[src/rtl/breakout_pkg.sv]
// breakout_pkg: shared screen geometry, paddle band, frame-tick line and game state type.
// Used by: ball_engine (import breakout_pkg::*).
package breakout_pkg;
   localparam int H_VISIBLE       = 640;
   localparam int V_VISIBLE       = 480;
   localparam int PADDLE_Y_TOP    = 441;
   localparam int PADDLE_Y_BOT    = 449;
   localparam int PADDLE_W        = 100;
   localparam int FRAME_TICK_LINE = 480;
   typedef enum logic [1:0] {SERVE, PLAY, LOST, OVER} state_e;
endpackage

[src/rtl/btn_sync_edge.sv]
// btn_sync_edge: 2-flop synchroniser plus rising-edge pulse for a raw push-button.
// Ports: clk, rst_n (async active-low), btn_in (raw async button), rise (one-cycle pulse per press).
module btn_sync_edge (
   input  logic clk,
   input  logic rst_n,
   input  logic btn_in,
   output logic rise
);
   // [0] and [1] are the synchroniser stages, [2] holds the previous synchronised level
   logic [2:0] sh_q, sh_d;
   always_comb sh_d = {sh_q[1:0], btn_in};
   always_ff @(posedge clk or negedge rst_n)
      if (!rst_n) sh_q <= '0;
      else        sh_q <= sh_d;
   assign rise = sh_q[1] & ~sh_q[2];
endmodule

[src/rtl/ball_engine.sv]
// ball_engine: ball position/velocity, serve/play/lose sequencing, lives and per-pixel ball colour.
// Ports: CLK_25MH pixel clock; RST_N async active-low reset; hor_count/ver_count raster counters;
//        paddle_pos paddle left x; btn_launch raw launch button; rgb_out registered ball colour;
//        ball_x/ball_y ball top-left; lives remaining lives; game_over high in OVER.
// Option: define BALL_SPEEDUP_EN to raise the speed by one every 8th paddle hit (max 7).
module ball_engine
   import breakout_pkg::*;
#(
   parameter int         BALL_SIZE  = 8,
   parameter int         SPEED      = 2,
   parameter int         LIVES_INIT = 3,
   parameter logic [2:0] BALL_RGB   = 3'b010
) (
   input  logic       CLK_25MH,
   input  logic       RST_N,
   input  logic [9:0] hor_count,
   input  logic [9:0] ver_count,
   input  logic [9:0] paddle_pos,
   input  logic       btn_launch,
   output logic [2:0] rgb_out,
   output logic [9:0] ball_x,
   output logic [9:0] ball_y,
   output logic [1:0] lives,
   output logic       game_over
);
   localparam logic signed [10:0] X_MAX   = 11'(H_VISIBLE - BALL_SIZE);
   localparam logic signed [10:0] Y_BOT   = 11'(V_VISIBLE - BALL_SIZE);
   localparam logic [9:0]         Y_SERVE = 10'(PADDLE_Y_TOP - 1 - BALL_SIZE);
   localparam logic [10:0]        SRV_OFS = 11'(PADDLE_W / 2 - BALL_SIZE / 2);

   state_e            state_q, state_d;
   logic [9:0]        x_q, x_d, y_q, y_d, px, serve_x;
   logic              dx_neg_q, dx_neg_d, dy_neg_q, dy_neg_d, press_q, press_d;
   logic [1:0]        lives_q, lives_d;
   logic [2:0]        rgb_q, rgb_d, spd;
   logic              tick, rise, press_now, hit_l, hit_r, hit_t, hit_p, hit_b;
   logic signed [10:0] mag, dx, dy, nx, ny, bot;
   logic [10:0]       serve_sum;

   btn_sync_edge u_launch (.clk(CLK_25MH), .rst_n(RST_N), .btn_in(btn_launch), .rise(rise));

`ifdef BALL_SPEEDUP_EN
   logic [2:0] spd_q, spd_d, hits_q, hits_d;
   logic       bump;
   always_comb begin
      bump   = tick && state_q == PLAY && hit_p;
      hits_d = bump ? hits_q + 3'd1 : hits_q;
      spd_d  = (state_d == SERVE && state_q != SERVE) ? 3'(SPEED) :
               (bump && hits_q == 3'd7 && spd_q != 3'd7) ? spd_q + 3'd1 : spd_q;
   end
   always_ff @(posedge CLK_25MH or negedge RST_N)
      if (!RST_N) begin
         spd_q  <= 3'(SPEED);
         hits_q <= '0;
      end else begin
         spd_q  <= spd_d;
         hits_q <= hits_d;
      end
   assign spd = spd_q;
`else
   assign spd = 3'(SPEED);
`endif

   assign tick      = hor_count == 10'd0 && ver_count == 10'(FRAME_TICK_LINE);
   // a press arriving on the tick cycle itself is honoured rather than lost
   assign press_now = press_q | rise;
   assign mag       = $signed({8'd0, spd});
   assign dx        = dx_neg_q ? -mag : mag;
   assign dy        = dy_neg_q ? -mag : mag;
   assign nx        = $signed({1'b0, x_q}) + dx;
   assign ny        = $signed({1'b0, y_q}) + dy;
   assign bot       = ny + 11'(BALL_SIZE);
   assign serve_sum = {1'b0, paddle_pos} + SRV_OFS;
   assign serve_x   = serve_sum > 11'(X_MAX) ? 10'(X_MAX) : serve_sum[9:0];
   assign hit_l     = nx <= 11'sd0;
   assign hit_r     = nx >= X_MAX;
   assign px        = hit_l ? 10'd0 : hit_r ? 10'(X_MAX) : nx[9:0];
   assign hit_t     = ny <= 11'sd0;
   // paddle overlap is judged on the wall-clamped x of this tick
   assign hit_p     = !dy_neg_q && bot >= 11'(PADDLE_Y_TOP) && bot <= 11'(PADDLE_Y_BOT) &&
                      {1'b0, px} + 11'(BALL_SIZE) > {1'b0, paddle_pos} &&
                      {1'b0, px} < {1'b0, paddle_pos} + 11'(PADDLE_W);
   assign hit_b     = ny >= Y_BOT;

   always_comb begin
      state_d  = state_q;
      x_d      = x_q;
      y_d      = y_q;
      dx_neg_d = dx_neg_q;
      dy_neg_d = dy_neg_q;
      lives_d  = lives_q;
      press_d  = tick ? 1'b0 : press_now;
      if (tick)
         case (state_q)
            SERVE: begin
               x_d = serve_x;
               y_d = Y_SERVE;
               if (press_now) begin
                  state_d  = PLAY;
                  dx_neg_d = 1'b0;
                  dy_neg_d = 1'b1;
               end
            end
            PLAY: begin
               x_d      = px;
               dx_neg_d = hit_l ? 1'b0 : hit_r ? 1'b1 : dx_neg_q;
               y_d      = hit_t ? 10'd0 : hit_p ? Y_SERVE : ny[9:0];
               dy_neg_d = hit_t ? 1'b0 : hit_p ? 1'b1 : dy_neg_q;
               if (hit_b && !hit_p) state_d = LOST;
            end
            LOST: begin
               lives_d = lives_q - 2'd1;
               state_d = lives_q == 2'd1 ? OVER : SERVE;
            end
            default: if (press_now) begin
               lives_d = 2'(LIVES_INIT);
               state_d = SERVE;
            end
         endcase
      rgb_d = (hor_count >= x_q && hor_count < x_q + 10'(BALL_SIZE) &&
               ver_count >= y_q && ver_count < y_q + 10'(BALL_SIZE) &&
               hor_count < 10'(H_VISIBLE) && ver_count < 10'(V_VISIBLE) &&
               state_q != OVER) ? BALL_RGB : 3'b000;
   end

   always_ff @(posedge CLK_25MH or negedge RST_N)
      if (!RST_N) begin
         state_q  <= SERVE;
         x_q      <= '0;
         y_q      <= Y_SERVE;
         dx_neg_q <= 1'b0;
         dy_neg_q <= 1'b1;
         lives_q  <= 2'(LIVES_INIT);
         press_q  <= 1'b0;
         rgb_q    <= '0;
      end else begin
         state_q  <= state_d;
         x_q      <= x_d;
         y_q      <= y_d;
         dx_neg_q <= dx_neg_d;
         dy_neg_q <= dy_neg_d;
         lives_q  <= lives_d;
         press_q  <= press_d;
         rgb_q    <= rgb_d;
      end

   assign rgb_out   = rgb_q;
   assign ball_x    = x_q;
   assign ball_y    = y_q;
   assign lives     = lives_q;
   assign game_over = state_q == OVER;
endmodule
[config.mk]
export PLATFORM = sky130hd
export DESIGN_NAME = ball_engine
export DESIGN_NICKNAME = d
export VERILOG_FILES = /design/src/rtl/breakout_pkg.sv /design/src/rtl/btn_sync_edge.sv /design/src/rtl/ball_engine.sv
export SDC_FILE = /design/constraint.sdc
export NUM_CORES = 1
export LEC_CHECK = 0
export CORE_MARGIN = 2
export CORE_UTILIZATION = 58
export CTS_CLUSTER_SIZE = 30
export DETAILED_ROUTE_END_ITERATION = 8
export PLACE_DENSITY = 0.83
export REMOVE_ABC_BUFFERS = 1
export SLEW_MARGIN = 30
export SYNTH_ARGS = -nofsm -noshare
export SYNTH_HDL_FRONTEND = slang
export SYNTH_SLANG_ARGS = --single-unit
[constraint.sdc]
create_clock -name CLK_25MH -period 6.6 [get_ports CLK_25MH]
set_input_delay 1.98 -clock CLK_25MH [delete_from_list [all_inputs] [get_ports CLK_25MH]]
set_output_delay 1.98 -clock CLK_25MH [all_outputs]
set_load 0.02 [all_outputs]
# After elaboration in Yosys (flattened, before gate mapping)
# Index checks and enable logic that the tools add are counted.
# op_classes
add_sub_neg	9
n_lt_le_gt_ge	15
n_eq_ne	10
mux	26
bitwise_logic	4
n_reduce_logical	25
# op_table
operator	n
$mux 10	5
$pmux 10 s2	2
$add 11x11->11	2
$ge 11x10->1 const B	2
$le 11x1->1 const B	2
$mux 11	2
$add 10x4->10 const B	2
$ge 10x10->1	2
$lt 10x10->1	2
$logic_and 1x1->1	12
$mux 2	6
$reduce_and 4->1	3
$add 10x4->11 const B	1
$add 10x6->11 const B	1
$add 10x7->11 const B	1
$add 11x5->11 const B	1
$ge 11x11->1 const B	1
$gt 11x10->1	1
$gt 11x10->1 const B	1
$le 11x10->1 const B	1
$lt 10x11->1	1
$eq 10x9->1 const B	1
$logic_not 10->1	1
$lt 10x10->1 const B	1
20 further kinds	35
# totals
register_bits	32
in_bits	33
output_inout_bits	26

# Longest topological paths before layout
# Gate-level depths: netlist of the first run.
# depth
depth_word	13
depth_mapped	21
depth_no_buf	21

# Hierarchy
# From an unflattened synthesis of the first run, not the netlist that was laid out.
# unflattened
cells_unflattened	579
hier_area_um2	4674.5
# modules_own_cells
module	instances	cells_each	area_per_inst_um2	seq_area_each_um2
ball_engine	1	575	4585.6	684.4
btn_sync_edge	1	4	88.8	75.1

# Least setup slack after synthesis of the first run
# No wires, ideal clock.
# synth_timing
path_kind	reg2reg
start	reg x_q[1], in the netlist ball_x[1]
end	reg y_q[3], in the netlist ball_y[3]
setup_time_ps	140
arrival_ps	4505
required_time_ps	6460
path_slack_ps	1955
path_stages_with_launch	21
period_less_slack_ps	4645
cell_sequence	dfrtp_1 -> inv_1 -> fa_1 -> nor2b_1 -> o2111ai_1 -> and4_1 -> or2_2 -> a41oi_2 -> o21ai_1 -> inv_1 -> ha_1 -> nand3_1 -> xnor2_1 -> ha_1 -> nand4_1 -> o311ai_0 -> or3_1 -> a2111oi_4 -> nand4b_2 -> o21ai_2 -> o32ai_1
# synth_between
elab_chain_cells	11
word_cells_on_any_way	13
# synth_lines
element	line	rtl
start, declared	ball_engine.sv:32	logic [9:0] x_q, x_d, y_q, y_d, px, serve_x;
start signal, assigned	ball_engine.sv:129	x_q <= '0;
start signal, assigned	ball_engine.sv:138	x_q <= x_d;
$add 11x11->11 *	ball_engine.sv:70	assign nx = $signed({1'b0, x_q}) + dx;
$ge 11x11->1	ball_engine.sv:76	assign hit_r = nx >= X_MAX;
$mux 10	ball_engine.sv:77	assign px = hit_l ? 10'd0 : hit_r ? 10'(X_MAX) : nx[9:0];
$mux 10 *	ball_engine.sv:77	
$add 10x4->11	ball_engine.sv:81	{1'b0, px} + 11'(BALL_SIZE) > {1'b0, paddle_pos} &&
$gt 11x10->1	ball_engine.sv:81	
$logic_and 1x1->1	ball_engine.sv:80	assign hit_p = !dy_neg_q && bot >= 11'(PADDLE_Y_TOP) && bot <= 11'(PADDLE_Y_BOT) &&
$logic_and 1x1->1 *	ball_engine.sv:81	
$mux 10 * (2 in series)	ball_engine.sv:107	y_d = hit_t ? 10'd0 : hit_p ? Y_SERVE : ny[9:0];
$pmux 10 s2 *	ball_engine.sv:94	case (state_q)
end signal, assigned	ball_engine.sv:139	y_q <= y_d;
end, declared	ball_engine.sv:32	
# Every way passes the cells marked *; elsewhere a longest branch is shown, timed or not.
# A chain may end at the register's enable or synchronous reset.

# Worst setup path in the final report of the first run
# layout_timing
start	reg dx_neg_q
end	reg y_q[3], in the netlist ball_y[3]
# layout_between
elab_chain_cells	12
word_cells_on_any_way	14
# layout_lines
element	line	rtl
start, declared	ball_engine.sv:33	logic dx_neg_q, dx_neg_d, dy_neg_q, dy_neg_d, press_q, press_d;
start signal, assigned	ball_engine.sv:140	dx_neg_q <= dx_neg_d;
$mux 11 *	ball_engine.sv:68	assign dx = dx_neg_q ? -mag : mag;
$add 11x11->11 *	ball_engine.sv:70	
$ge 11x11->1	ball_engine.sv:76	
$mux 10	ball_engine.sv:77	
$mux 10 *	ball_engine.sv:77	
$add 10x4->11	ball_engine.sv:81	
$gt 11x10->1	ball_engine.sv:81	
$logic_and 1x1->1	ball_engine.sv:80	
$logic_and 1x1->1 *	ball_engine.sv:81	
$mux 10 * (2 in series)	ball_engine.sv:107	
$pmux 10 s2 *	ball_engine.sv:94	
# Marked as above.

==> results of run 1 <==
-- critical path, stage by stage (launching register included) --
cell	delay [ps]
dfrtp_1	570
inv_1	160
fa_1	430
nor2b_1	180
o2111ai_1	170
and4_1	250
or2_2	300
a41oi_2	450
o21ai_1	190
inv_1	150
ha_1	230
nand3_1	110
xnor2_1	160
ha_1	300
nand4_1	100
o311ai_0	130
or3_1	420
a2111oi_4	260
nand4b_2	220
o21ai_2	260
o32ai_1	110
-- layout make-up --
class	instances	area, sq um	area share (%)
multi-input cells	473	3540	66.8
flip-flops and latches	30	759	14.3
repair buffers	58	571	10.8
well taps	102	128	2.41
inverters	55	206	3.90
clock inverters	2	12.5	0.236
clock buffers	6	82.6	1.56
-- worst paths after layout --
kind	endpoint	start	slack [ps]
max	ball_y[3]	dx_neg_q	1300
min	u_launch.sh_q[1]	u_launch.sh_q[0]	360
max reg2reg	ball_y[3]	dx_neg_q	1300
min reg2reg	u_launch.sh_q[1]	u_launch.sh_q[0]	360
max in group asynchronous	dy_neg_q	RST_N	4160
min in group asynchronous	ball_x[8]	RST_N	2100
-- cell usage after synthesis, types with 4 or more instances --
cell / instances
ha_1: 78
inv_1: 53
nand2_1: 37
nor2_1: 36
a21oi_1: 33
o21ai_0: 32
xnor2_1: 30
nand3_1: 27
dfrtp_1: 23
nor3_1: 18
nor4_1: 15
o211ai_1: 13
o21a_1: 10
nand4_1: 9
nor2b_1: 9
a211oi_1: 8
clkbuf_1: 8
o21ai_1: 8
a21o_1: 7
dfstp_2: 7
or3_1: 6
a22o_1: 5
a31oi_1: 5
nand2b_1: 5
o2111ai_1: 5
o2bb2ai_1: 4
o31ai_1: 4
xor2_1: 4
-- per-stage QoR --
step | std cells | worst slack (ps) | hold WS, ps | cell area, sq um | utilization, %
after global routing | 726 | 943 | 370 | 5300 | 68.9
after floorplan | 558 | 1900 | 331 | 4500 | -
after detailed placement | 717 | 1130 | 347 | 5190 | 67.6
after CTS | 725 | 1360 | 361 | 5290 | 68.8
after global placement | 717 | 1230 | 344 | 5190 | 67.6
final | 726 | 1300 | 358 | 5300 | 68.9
-- routing by layer --
layer	wire [um]	share of wire (%)
met1	5680	46
met3	784	6.4
met2	5590	45
met5	0	0
met4	244	2.0
-- flip-flops by register name, summed over array words and instances (netlist names) --
| name | count |
|---|---|
| press_q | 1 |
| state_q | 2 |
| dx_neg_q | 1 |
| ball_y | 9 |
| dy_neg_q | 1 |
| ball_x | 10 |
| lives | 2 |
| rgb_out | 1 |
| u_launch.sh_q | 3 |
-- cell families after synthesis --
group,after synthesis,share of synthesized area (%)
DFF,30,16.7
buffers and inverters,69,6.12
muxes,3,0.658
xor gates and xnor gates,34,6.53
adders and majority gates,80,22.3
other,1,0.0822
and+or+nand+nor,184,20.9
AOI/OAI and AO/OA,169,26.8
-- where the power goes --
part / total, mW / switching, mW / leakage [nW] / internal, mW
combinational: 0.102 / 0.0543 / 1.87 / 0.0473
clock: 0.157 / 0.0734 / 0.0472 / 0.0837
sequential: 0.185 / 0.000470 / 0.335 / 0.185
total: 0.444 / 0.128 / 2.25 / 0.316
-- cell usage in the layout (no fill, tap or decap), types with 5 or more instances in the layout --
cell type / instances
nor2_1: 36
o21ai_0: 32
a31oi_1: 5
a211oi_1: 8
o2111ai_1: 5
nand4_1: 9
xnor2_1: 30
ha_1: 78
dfrtp_1: 23
o211ai_1: 13
nand2b_1: 5
dfstp_2: 7
nor3_1: 18
o21ai_1: 8
o21a_1: 10
a22o_1: 5
clkbuf_8: 6
nand2_1: 37
inv_1: 53
nand3_1: 27
a21o_1: 7
or3_1: 6
nor2b_1: 9
nor4_1: 14
a21oi_1: 33
clkdlybuf4s50_1: 55
==> run metrics, run 1 <==
Starting Density=59.3%; 1st-iter DRT viols=about 300; number of pins with negative max-slew slack in the final report=0; total iterations of the first detailed-routing run=5; maximum capacitance violations=0; overflow left after global routing=0; final setup violating endpoints=0; die boundary width=between 90 and 100 um; setup skew after layout=11.2 ps; warning count from the yosys run=0; via count of the first global-routing pass=about 4400; kind of start point of the critical path=flip-flop; worst supply voltage drop on vdd=about 0.000091 V; Fmax achieved=189 MHz; Die Area=0.00859 sq mm; proportion of synthesized chip area in sequential cells=about 17%; aggregate routed wire length=roughly 12000 um; share of synthesized registers carrying an async set or reset=100%; required time worst endpoint=6740 ps; area of the core region=around 0.0077 sq mm; number of antenna violations at the first check in global routing=0; synthesis-to-layout area growth=16.1%; portion of synthesized cell area occupied by the leading cell type=roughly a fifth; Arr. time, crit path=between 5000 and 6000 ps; Post-CTS Resized=0; layout cells sized above 1=under 10%; count of distinct cell types in the synthesized netlist=just under 80; #FFs+latches synth=30; H-tree depth=2; final count of hold timing violations=0; Slew HR=between 30% and 40%; Least-Margin Pin Slew=about 950 ps; latest clock arrival within the worst-skew pair=~290 ps; post-layout minimum cycle time=around 5300 ps; nets@finish=approximately 740; global routing usage summed across all routing layers=roughly 29%; Sum Neg Setup Slack=0 ps; routing layer with the top usage in global route=met2; count of antenna diodes in the layout=0; FILL cells=between 600 and 700; count of hold buffers inserted by post-cts repair=0; mapped cell area=~0.0046 sq mm; met3 GRT Util=under 10%; Row Count=32; M2 GR Usage=47.9%; RSZ-0062 raised after global routing=no; vias after detailed routing=~4600; hold depth=0; WL/cell=around 17 um; TritonCTS clock tree=built; buffer depth of the longest clock path=2; Total Power Consumption=between 0.4 and 0.5 mW; share of the clock period used by the worst path=between 80% and 90%; DP Wirelength=10000 um; Hold Crit Class=reg -> reg; number of nets with antenna violations after detailed routing=0; largest fanout on the critical path=10; number of buffers created by CTS=5; met1 Track Usage GR=between 40% and 50%; largest net degree at the start of global routing=31; number of buffers inserted by port buffering=55; Syn Inst Count=570; Worst Reg2Reg Path Length in Cells=20; die height=roughly 93 um; global-route wire length before repair=between 20000 and 25000 um; primary flip-flop cell chosen by synthesis mapping=dfrtp_1; post-CTS setup-driven buffer insertion count=0; clock transition at the registers of the reported paths=approximately 80 ps; Top Ports=59; Critical Setup Path Class=reg -> reg; dominant cell type by area after synthesis=ha_1; number of synthesized flops with an enable pin=0; DRC violations left=0; total power density per cell area=~84 mW/mm^2; gpl congestion=0.993; clk sink count=30; status=completed; via count normalized by instance count=between 6 and 7; average instance area after synthesis=8.00 sq um; library cell used as clock root buffer=clkbuf_8; top cells by area, synth=ha_1 21%, dfrtp_1 13%, xnor2_1 5.8%; leak pwr=~2.2 nW; Crit. End Element=flip-flop
No activity file was read; power rests on OpenSTA's default activity.
==> run 2, diff against run 1 <==
Settings changed: CORE_UTILIZATION 58 to 52, PLACE_DENSITY 0.83 to 0.79.
Clock period 6.6 ns to 4.8 ns, I/O delays scaled along.
==> run 2 against run 1 <==
Net effect: first-iteration DRC count up 17%; combinational power up 44%; count of clock-buffer cells in the layout unchanged; total power up 64%; clock skew down 4.5 ps; hold slack worse by 3.4 ps; sequential power up 38%; die area up 11%; register-to-register slack worse by 1100 ps; largest power group is now the clock network; highest routed layer unchanged.
==> run metrics, run 2 (synthesis gave the netlist of run 1 again) <==
count of buffer and inverter cells on the critical path=3 (was 2); Hold Crit Class=reg -> reg (unchanged); die boundary width=97.7 um (was 92.7 um); area of the core region=0.00859 sq mm (was 0.00769 sq mm); dominant delay contributor by cell family on the critical path=compound AO/OA/AOI/OAI gates (was simple AND/OR/NAND/NOR gates); DRC violations left=0 (unchanged); vias after detailed routing=4684 (was 4578); count of hold buffers inserted by post-cts repair=0 (unchanged); final setup violating endpoints=0 (unchanged); number of buffers inserted by port buffering=55 (unchanged); Layout Cells excl Fill=761 (was 726); Setup Slack @ Placement=-96.8 ps (was 1130 ps); Slew HR=51.0% (was 35.9%); share of the clock period used by the worst path=96.8% (was 80.3%); crit-path max cell delay=420 ps (was 570 ps); number of flip-flops under the largest register name=10 (unchanged); kind of start point of the critical path=flip-flop (unchanged); number of instances in the placed design=745 (was 717); number of pins with negative max-slew slack in the final report=0 (unchanged); final count of hold timing violations=0 (unchanged); total power density per cell area=126 mW/mm^2 (was 83.9 mW/mm^2); via count of the first global-routing pass=4524 (was 4414); layout cells sized above 1=13.5% (was 5.45%); highest-count cells in the layout ignoring fill and taps=73 x ha_1, 55 x clkdlybuf4s50_1, 53 x inv_1, 37 x nand2_1, 35 x nor2_1 (was 78 x ha_1, 55 x clkdlybuf4s50_1, 53 x inv_1, 37 x nand2_1, 36 x nor2_1); latest clock arrival within the worst-skew pair=290 ps (about the same); H-tree depth=2 (unchanged); number of buffers created by CTS=5 (unchanged); Row Count=34 (was 32); gpl congestion=1.01 (was 0.993); most frequent standard cell in the layout excluding fill and tap cells=ha_1 (unchanged); clock transition at the registers of the reported paths=70 ps (was 80 ps); buffer depth of the longest clock path=2 (unchanged); synthesis-to-layout area growth=26.9% (was 16.1%); DP Wirelength=10400 um (was 10000 um); switching portion of total power=25.1% (was 28.9%); maximum capacitance violations=0 (unchanged); overflow left after global routing=0 (unchanged); post-layout worst setup margin=152 ps (was 1300 ps); worst supply voltage drop on vdd=0.000145 V (was 0.0000915 V); Fmax achieved=215 MHz (was 189 MHz); 1st-iter DRT viols=354 (was 302); leak pwr=2.48 nW (was 2.25 nW); count of antenna diodes in the layout=0 (unchanged); Crit. End Element=flip-flop (unchanged); largest net degree at the start of global routing=31 (unchanged); die height=97.7 um (was 92.7 um); highest-delay cell along the critical path=dfrtp_1 (unchanged); total iterations of the first detailed-routing run=5 (unchanged); WL/cell=17.4 um (was 16.9 um); Internal Dissipation=0.546 mW (was 0.316 mW); sequential share of power=35.0% (was 41.7%); post-layout minimum cycle time=4650 ps (was 5300 ps); power share of the combinational group=20.2% (was 22.9%); library cell used as clock root buffer=clkbuf_8 (unchanged); Top Ports=59 (unchanged); global routing usage summed across all routing layers=27.2% (was 29.1%); clock share of power=44.8% (was 35.4%); setup skew after layout=6.70 ps (was 11.2 ps); Least-Margin Pin Slew=724 ps (was 955 ps); number of nets with antenna violations after detailed routing=0 (unchanged); worst path cell trace=buf_6 -> ha_1 -> o21ai_0 -> o2bb2ai_1 -> o31a_1 -> buf_4 -> xnor2_4 -> o41ai_4 -> buf_4 -> nor4_2 -> ha_1 -> nand2_1 -> o311ai_1 -> or3_4 -> a2111oi_4 -> nand4b_4 -> o21ai_4 -> o32ai_1 (was inv_1 -> fa_1 -> nor2b_1 -> o2111ai_1 -> and4_1 -> or2_2 -> a41oi_2 -> o21ai_1 -> inv_1 -> ha_1 -> nand3_1 -> xnor2_1 -> ha_1 -> nand4_1 -> o311ai_0 -> or3_1 -> a2111oi_4 -> nand4b_2 -> o21ai_2 -> o32ai_1); switching power=0.183 mW (was 0.128 mW); global-route wire length before repair=21500 um (was 20500 um); Critical Setup Path Class=reg -> reg (unchanged); FILL cells=688 (was 656); via count normalized by instance count=6.16 (was 6.31); Arr. time, crit path=4790 ps (was 5440 ps); aggregate routed wire length=13200 um (was 12300 um); largest fanout on the critical path=7 (was 10); required time worst endpoint=4940 ps (was 6740 ps); Die Area=0.00954 sq mm (was 0.00859 sq mm); status=completed (unchanged); number of antenna violations at the first check in global routing=0 (unchanged); Starting Density=53.1% (was 59.3%); clk sink count=30 (unchanged); TritonCTS clock tree=built (unchanged); nets@finish=765 (was 736)
==> run 2: cell types whose count changed in the layout (fill, tap and decap cells not counted), sizes merged <==
| cell | change |
|---|---|
| buf | +30 |
| bufinv | +2 |
| clkbuf | -1 |
| clkinv | -1 |
| clkinvlp | -1 |
==> run 2: final cells by class <==
| type | count | area, sq um | area share [%] |
|---|---|---|---|
| sequential | 30 | 759 | 13.1 |
| clock buffer | 6 | 82.6 | 1.43 |
| tap | 108 | 135 | 2.33 |
| multi-input combinational | 473 | 3750 | 64.8 |
| timing repair buffer | 87 | 795 | 13.7 |
| clock inverter | 2 | 60.1 | 1.04 |
| inverter | 55 | 206 | 3.57 |
==> run 2: per-stage QoR <==
stage / util, % / cell area, sq um / TNS, ps / power, mW / hold WS (ps)
floorplan: - / 4500 / 0 / 0.334 / 331
global placement: 62.5 / 5370 / 0 / 0.398 / 337
detailed placement: 62.5 / 5370 / -313 / 0.403 / 339
CTS: 64.3 / 5530 / 0 / 0.727 / 357
global route: 67.4 / 5790 / -107 / 0.761 / 370
finish: 67.4 / 5790 / 0 / 0.728 / 355
==> run 2: path summary, 6_finish.rpt <==
check,startpoint,end,slack (ps),depth (start not counted)
worst max-delay path,dx_neg_q,ball_y[6],150,18
worst min-delay path,u_launch.sh_q[0],u_launch.sh_q[1],350,0
worst max register to register,dx_neg_q,ball_y[6],150,18
worst min register to register,u_launch.sh_q[0],u_launch.sh_q[1],350,0
max in group asynchronous,RST_N,ball_y[4],2930,2
min in group asynchronous,RST_N,ball_x[8],1550,2
==> run 2: routing by layer <==
metal  vias to the layer above  routed length, um  track usage [%]
met5                         -                  0                0
met2                       190               6330             46.4
met4                         0                304             6.52
li1                       2288                  -                -
met3                        33                865             3.53
met1                      2173               5730             36.6
==> run 2: timing repair <==
action	in CTS	in global routing
resized for setup	2	36
gates cloned	0	0
setup buffers	0	8
pin swaps	0	2
setup endpoints to repair	2	9
hold endpoints to repair	0	0
==> run 2: power groups by stage <==
stage          Sequential [mW]  Clock (mW)  Combinational [mW]
2_1_floorplan            0.259           0              0.0744
6_report                 0.255       0.326               0.147
4_1_cts                  0.255       0.327               0.145
3_5_place_dp             0.260           0               0.143
3_3_place_gp             0.259           0               0.138
5_1_grt                  0.255       0.342               0.164
